`src/rtl/immed_gen_pipe.sv`:
```
// Two-stage immediate generator: stage 1 decodes opcode into an extension mode, stage 2 forms immed.
// Latency: out_valid one edge after stage-1 capture; one result per cycle when unstalled.
// Backpressure: output holds while !out_ready; in_ready drops only when stage 1 is full and the output stalls.
module immed_gen_pipe #(
    parameter int DATA_W        = 32,
    parameter int IMM_W         = 16,
    parameter int TAG_W         = 4,
    parameter bit BRANCH_SIGNED = 1'b1
) (
    input  logic              clk,
    input  logic              rst_n,
    input  logic              flush,
    input  logic              in_valid,
    output logic              in_ready,
    input  logic [DATA_W-1:0] instr,
    input  logic [5:0]        opcode,
    input  logic [TAG_W-1:0]  in_tag,
    output logic              out_valid,
    input  logic              out_ready,
    output logic [DATA_W-1:0] immed,
    output logic [TAG_W-1:0]  out_tag,
    output logic              op_err
);
    localparam int EXT_W = DATA_W - IMM_W;

    typedef enum logic [2:0] {
        MODE_NONE = 3'd0,
        MODE_SEXT = 3'd1,
        MODE_ZEXT = 3'd2,
        MODE_HI   = 3'd3,
        MODE_BR   = 3'd4
    } mode_t;

    logic              s1_valid;
    mode_t             s1_mode;
    logic [IMM_W-1:0]  s1_imm;
    logic [TAG_W-1:0]  s1_tag;

    mode_t             dec_mode;
    logic              out_adv;
    logic [DATA_W-1:0] sext_imm;
    logic [DATA_W-1:0] zext_imm;
    logic [DATA_W-1:0] res;
    logic              res_err;

    // Upper instruction bits carry no immediate information.
    logic instr_unused;
    assign instr_unused = ^instr[DATA_W-1:IMM_W];

    always_comb begin
        dec_mode = MODE_NONE;
        case (opcode)
            6'b111000, 6'b110000, 6'b000011,
            6'b000111, 6'b001111, 6'b011111: dec_mode = MODE_SEXT;
            6'b110010, 6'b110011:            dec_mode = MODE_ZEXT;
            6'b111001:                       dec_mode = MODE_HI;
            6'b111111, 6'b000000, 6'b000001: dec_mode = MODE_BR;
            default:                         dec_mode = MODE_NONE;
        endcase
    end

    assign out_adv  = !out_valid || out_ready;
    assign in_ready = !s1_valid || out_adv;

    assign sext_imm = {{EXT_W{s1_imm[IMM_W-1]}}, s1_imm};
    assign zext_imm = {{EXT_W{1'b0}}, s1_imm};

    always_comb begin
        res     = '0;
        res_err = 1'b0;
        case (s1_mode)
            MODE_SEXT: res = sext_imm;
            MODE_ZEXT: res = zext_imm;
            MODE_HI:   res = {s1_imm, {EXT_W{1'b0}}};
            MODE_BR:   res = (BRANCH_SIGNED ? sext_imm : zext_imm) << 2;
            default:   res_err = 1'b1;
        endcase
    end

    always_ff @(posedge clk or negedge rst_n) begin
        if (!rst_n) begin
            s1_valid <= 1'b0;
            s1_mode  <= MODE_NONE;
            s1_imm   <= '0;
            s1_tag   <= '0;
        end else if (flush) begin
            s1_valid <= 1'b0;
        end else if (in_ready) begin
            s1_valid <= in_valid;
            if (in_valid) begin
                s1_mode <= dec_mode;
                s1_imm  <= instr[IMM_W-1:0];
                s1_tag  <= in_tag;
            end
        end
    end

    always_ff @(posedge clk or negedge rst_n) begin
        if (!rst_n) begin
            out_valid <= 1'b0;
            immed     <= '0;
            out_tag   <= '0;
            op_err    <= 1'b0;
        end else if (flush) begin
            out_valid <= 1'b0;
        end else if (out_adv) begin
            out_valid <= s1_valid;
            if (s1_valid) begin
                immed   <= res;
                out_tag <= s1_tag;
                op_err  <= res_err;
            end
        end
    end

endmodule

```
`config.mk`:
```
export PLATFORM = sky130hd
export DESIGN_NAME = immed_gen_pipe
export DESIGN_NICKNAME = d
export VERILOG_FILES = /design/src/rtl/immed_gen_pipe.sv
export SDC_FILE = /design/constraint.sdc
export NUM_CORES = 1
export LEC_CHECK = 0
export BUFFER_PORTS_ARGS = -buffer_cell sky130_fd_sc_hd__buf_2
export CAP_MARGIN = 0
export CORE_MARGIN = 5
export CORE_UTILIZATION = 51
export CTS_CLUSTER_DIAMETER = 120
export DETAILED_ROUTE_END_ITERATION = 10
export PLACE_DENSITY = 0.89
export SYNTH_ARGS = -nofsm -noshare
export SYNTH_HDL_FRONTEND = slang
export SYNTH_SLANG_ARGS = --single-unit
```
`constraint.sdc`:
```
create_clock -name clk -period 2 [get_ports clk]
set_input_delay 0.2 -clock clk [delete_from_list [all_inputs] [get_ports clk]]
set_output_delay 0.2 -clock clk [all_outputs]
set_load 0.01 [all_outputs]
```
==> results_tabular.tex <==
\begin{tabular}{lr}
\hline
Metric & Value \\
\hline
\multicolumn{2}{l}{\textbf{Timing}} \\
\quad Period utilisation layout & 0.913 \\
\quad Fmax & 547 MHz \\
\quad Hold Fails Final Rpt & 0 \\
\quad Clock Skews & 0.00794 ns \\
\quad Count of pins over their slew limit & 0 \\
\quad Final setup slack of the worst path & 0.173 ns \\
\quad Tmin final & 1.83 ns \\
\quad Final sum of negative setup slack & 0 ns \\
\quad Actual transition at the worst max-transition pin & 0.908 ns \\
\quad Total of endpoints with negative setup slack in the final report & 0 \\
\quad RSZ-0062 raised after global routing & false \\
\quad Relative slew slack & 0.392 \\
\multicolumn{2}{l}{\textbf{Detailed routing}} \\
\quad Vias & 2255 \\
\quad Final antenna-violating net count & 0 \\
\quad Post-Route WL & 6580 um \\
\quad Avg WL per Cell & 16.3 um \\
\quad Pre-antenna DRT Iters & 4 \\
\quad DR vias/cell & 5.57 \\
\quad DRC violations left & 0 \\
\quad Count of routing violations after the opening detailed-route iteration & 222 \\
\multicolumn{2}{l}{\textbf{Logic synthesis}} \\
\quad Post-synthesis xor/xnor area fraction & 0.00916 \\
\quad Largest area contributor in the netlist & dfrtp\_1 \\
\quad Proportion of synthesized flip-flops having asynchronous set or reset & 1.00 \\
\quad Most common cell in the netlist & dfrtp\_1 \\
\quad Number of nets produced by synthesis & 308 \\
\quad Fraction of the mapped netlist area in adder cells & 0 \\
\quad Area fraction in compound gates after synthesis & 0.163 \\
\quad Number of cells produced by synthesis & 261 \\
\quad Avg Inst Size Synth & 11.0 um2 \\
\quad Top cell type's share of synthesized area & 0.541 \\
\quad Seq/Total Area, Yosys & 0.541 \\
\quad Count of flip-flops with a built-in enable after synthesis & 0 \\
\quad Cell area after technology mapping & 2870 um2 \\
\quad Flip-flop and latch count after synthesis & 62 \\
\quad Share of synthesized area spent on multiplexers & 0.105 \\
\quad Cell types with the highest counts after synthesis & dfrtp\_1 (62), nor2\_1 (38), mux2\_2 (25) \\
\quad Distinct cell type count of the synthesized netlist & 32 \\
\quad Synth Area in Simple Gates & 0.129 \\
\quad Leading post-synthesis cells by cell area & dfrtp\_1 (54\%), mux2\_2 (9.8\%), nor2\_1 (5.0\%), a2bb2oi\_1 (4.3\%), a22oi\_1 (3.7\%) \\
\quad Synth Warn \# & 0 \\
\quad Commonest register cell after synthesis & dfrtp\_1 \\
\quad Main combinational cell family by area after synthesis & compound AO/OA/AOI/OAI gates \\
\multicolumn{2}{l}{\textbf{Power}} \\
\quad Power per standard cell area & 1130 nW/um2 \\
\quad Final Total Pwr & 3950 uW \\
\quad Static power due to leakage & 0.00159 uW \\
\quad Worst voltage drop across the vdd grid & 598 uV \\
\multicolumn{2}{l}{\textbf{Die}} \\
\quad Core box area & 5470 um2 \\
\quad Initial Util & 0.524 \\
\quad Chip width & 85.0 um \\
\quad Height of the die & 85.0 um \\
\quad I/O pin total & 86 \\
\quad Site Rows & 27 \\
\quad Die Outline Area & 7230 um2 \\
\multicolumn{2}{l}{\textbf{Clocking}} \\
\quad Buffer depth of the longest clock path & 2 \\
\quad H-tree levels & 3 \\
\quad Clock sink count & 62 \\
\quad CTS tree & done \\
\quad Insertion delay to the later sink of the worst-skew pair & 0.34 ns \\
\quad Root cell of the clock tree & clkbuf\_8 \\
\quad Reg clk slew, reported paths & 0.07 ns \\
\quad TritonCTS buffer count & 9 \\
\multicolumn{2}{l}{\textbf{Worst setup path}} \\
\quad Cell with the biggest individual delay on the critical path & nor2\_1 \\
\quad Kind of critical path & flop to flop \\
\quad Sort of element at the start of the critical path & flop \\
\quad CP Capture Type & flop \\
\quad Worst-path cell chain & nand2b\_4 -> nor2\_1 -> a2bb2oi\_1 -> a21oi\_1 \\
\quad Critical Path RT & 2.27 ns \\
\quad Largest fanout of any net on the critical path & 14 \\
\quad Max stage delay on crit path & 0.69 ns \\
\quad Worst Path Arrival & 2.09 ns \\
\multicolumn{2}{l}{\textbf{Place}} \\
\quad Worst slack at placement & 0.229 ns \\
\quad \# port buffers & 69 \\
\quad Final HPWL DP & 4520 um \\
\quad Post-placement cell count & 388 \\
\quad Weighted congestion reported at the end of routability-driven placement & 0.819 \\
\multicolumn{2}{l}{\textbf{GRT}} \\
\quad GRT Resource Usage Total & 0.192 \\
\quad Pin count of the biggest net entering global routing & 67 \\
\quad Antenna violations before repair & 0 \\
\quad Global-route wire length before repair & 10900 um \\
\quad Total global routing overflow & 0 \\
\quad Number of global-route vias before repair & 2259 \\
\multicolumn{2}{l}{\textbf{Final layout}} \\
\quad Fraction of layout cells with a size suffix above 1 & 0.363 \\
\quad Filler Cell Count & 447 \\
\quad Area overhead of the layout relative to synthesis & 22.1\% \\
\quad Number of nets in the finished design & 375 \\
\quad Final Instance Count excl. Fillers & 405 \\
\quad Antenna diode instance count & 0 \\
\multicolumn{2}{l}{\textbf{Worst hold path}} \\
\quad Class of the tightest hold or removal check & primary input to flop \\
\multicolumn{2}{l}{\textbf{Outcome}} \\
\quad Outcome & complete, no violations \\
\multicolumn{2}{l}{\textbf{Run}} \\
\quad Max-capacitance violation count & 0 \\
\hline
\end{tabular}
[placed cells by master (no fill, tap or decap), types with 2 or more instances in the layout]
cell type and instances:
buf_2 69, dfrtp_1 62, nor2_1 38, mux2_2 25, a21oi_1 19, nand2_1 18, a31oi_1 15, a22oi_1 14
a2bb2oi_1 14, clkbuf_8 10, inv_1 7, nand3_1 4, o21ai_0 4, bufinv_16 4, nor3_1 3, buf_4 3
nand3b_1 2, nor2b_1 2, xnor2_1 2, mux2i_1 2
[power by group]
group | total [uW] | switching (uW) | internal, uW
Combinational | 794 | 414 | 380
Sequential | 1690 | 189 | 1500
Clock | 1470 | 486 | 985
Total | 3950 | 1090 | 2860
[state kept, by name, summed over array words and instances, names as in the netlist]
| signal | cells |
|---|---|
| out_tag | 4 |
| s1_imm | 16 |
| out_valid | 1 |
| op_err | 1 |
| s1_tag | 4 |
| immed | 32 |
| s1_mode | 3 |
| s1_valid | 1 |
[metrics by stage]
step | cell area, um2 | hold slack [ns] | utilization
after CTS | 3500 | 0.0756 | 0.640
after floorplan | 2870 | -0.0956 | -
after global routing | 3500 | 0.0826 | 0.640
final | 3500 | 0.0902 | 0.640
after detailed placement | 3220 | 0.105 | 0.589
after global placement | 3220 | 0.0922 | 0.589
[repair_timing]
| item | 4_1_cts | 5_1_grt |
|---|---|---|
| gates resized for setup | 0 | 0 |
| setup buffers | 0 | 0 |
| hold buffers | 1 | 0 |
| endpoints found under the hold margin | 11 | 0 |
[layer usage]
layer  vias up  track usage  part of all wire
li1       1066            -                 -
met1      1103        0.239              0.42
met3        12       0.0408             0.061
met5         -            0                 0
met2        74        0.309              0.50
met4         0        0.109             0.023
[cells by family (layout without fill, tap and decap cells)]
family,Yosys count,in the layout
AO/OA/AOI/OAI,69,69
XOR/XNOR,3,3
buffers and inverters,25,97
flip-flops,62,62
multiplexers,27,27
AND/OR/NAND/NOR,75,75
[area by class of cell]
class | count | area, um2 | area share
flip-flops and latches | 62 | 1550 | 0.443
multi-input cells | 174 | 1170 | 0.333
repair buffers | 74 | 398 | 0.114
clock buffers | 10 | 138 | 0.0393
clock inverters | 6 | 133 | 0.0379
well taps | 72 | 90.1 | 0.0257
inverters | 7 | 26.3 | 0.00750
[path summary, 6_finish.rpt]
kind | start | to | slack [ns] | cells after the start
min in group asynchronous | rst_n | s1_tag[1] | 0.28 | 2
max in group asynchronous | rst_n | immed[29] | 1.08 | 3
min | instr[1] | s1_imm[1] | 0.09 | 2
max reg2reg | s1_mode[2] | immed[8] | 0.17 | 4
min reg2reg | s1_tag[0] | out_tag[0] | 0.51 | 1
max | s1_mode[2] | immed[8] | 0.17 | 4
[critical path: cells and delay by family, from the launching register on]
kind | cells | cell delay [ns]
AOI/OAI and AO/OA | 2 | 0.36
DFF | 1 | 0.51
and+or+nand+nor | 2 | 0.89
(Power assumes the default switching activity.)
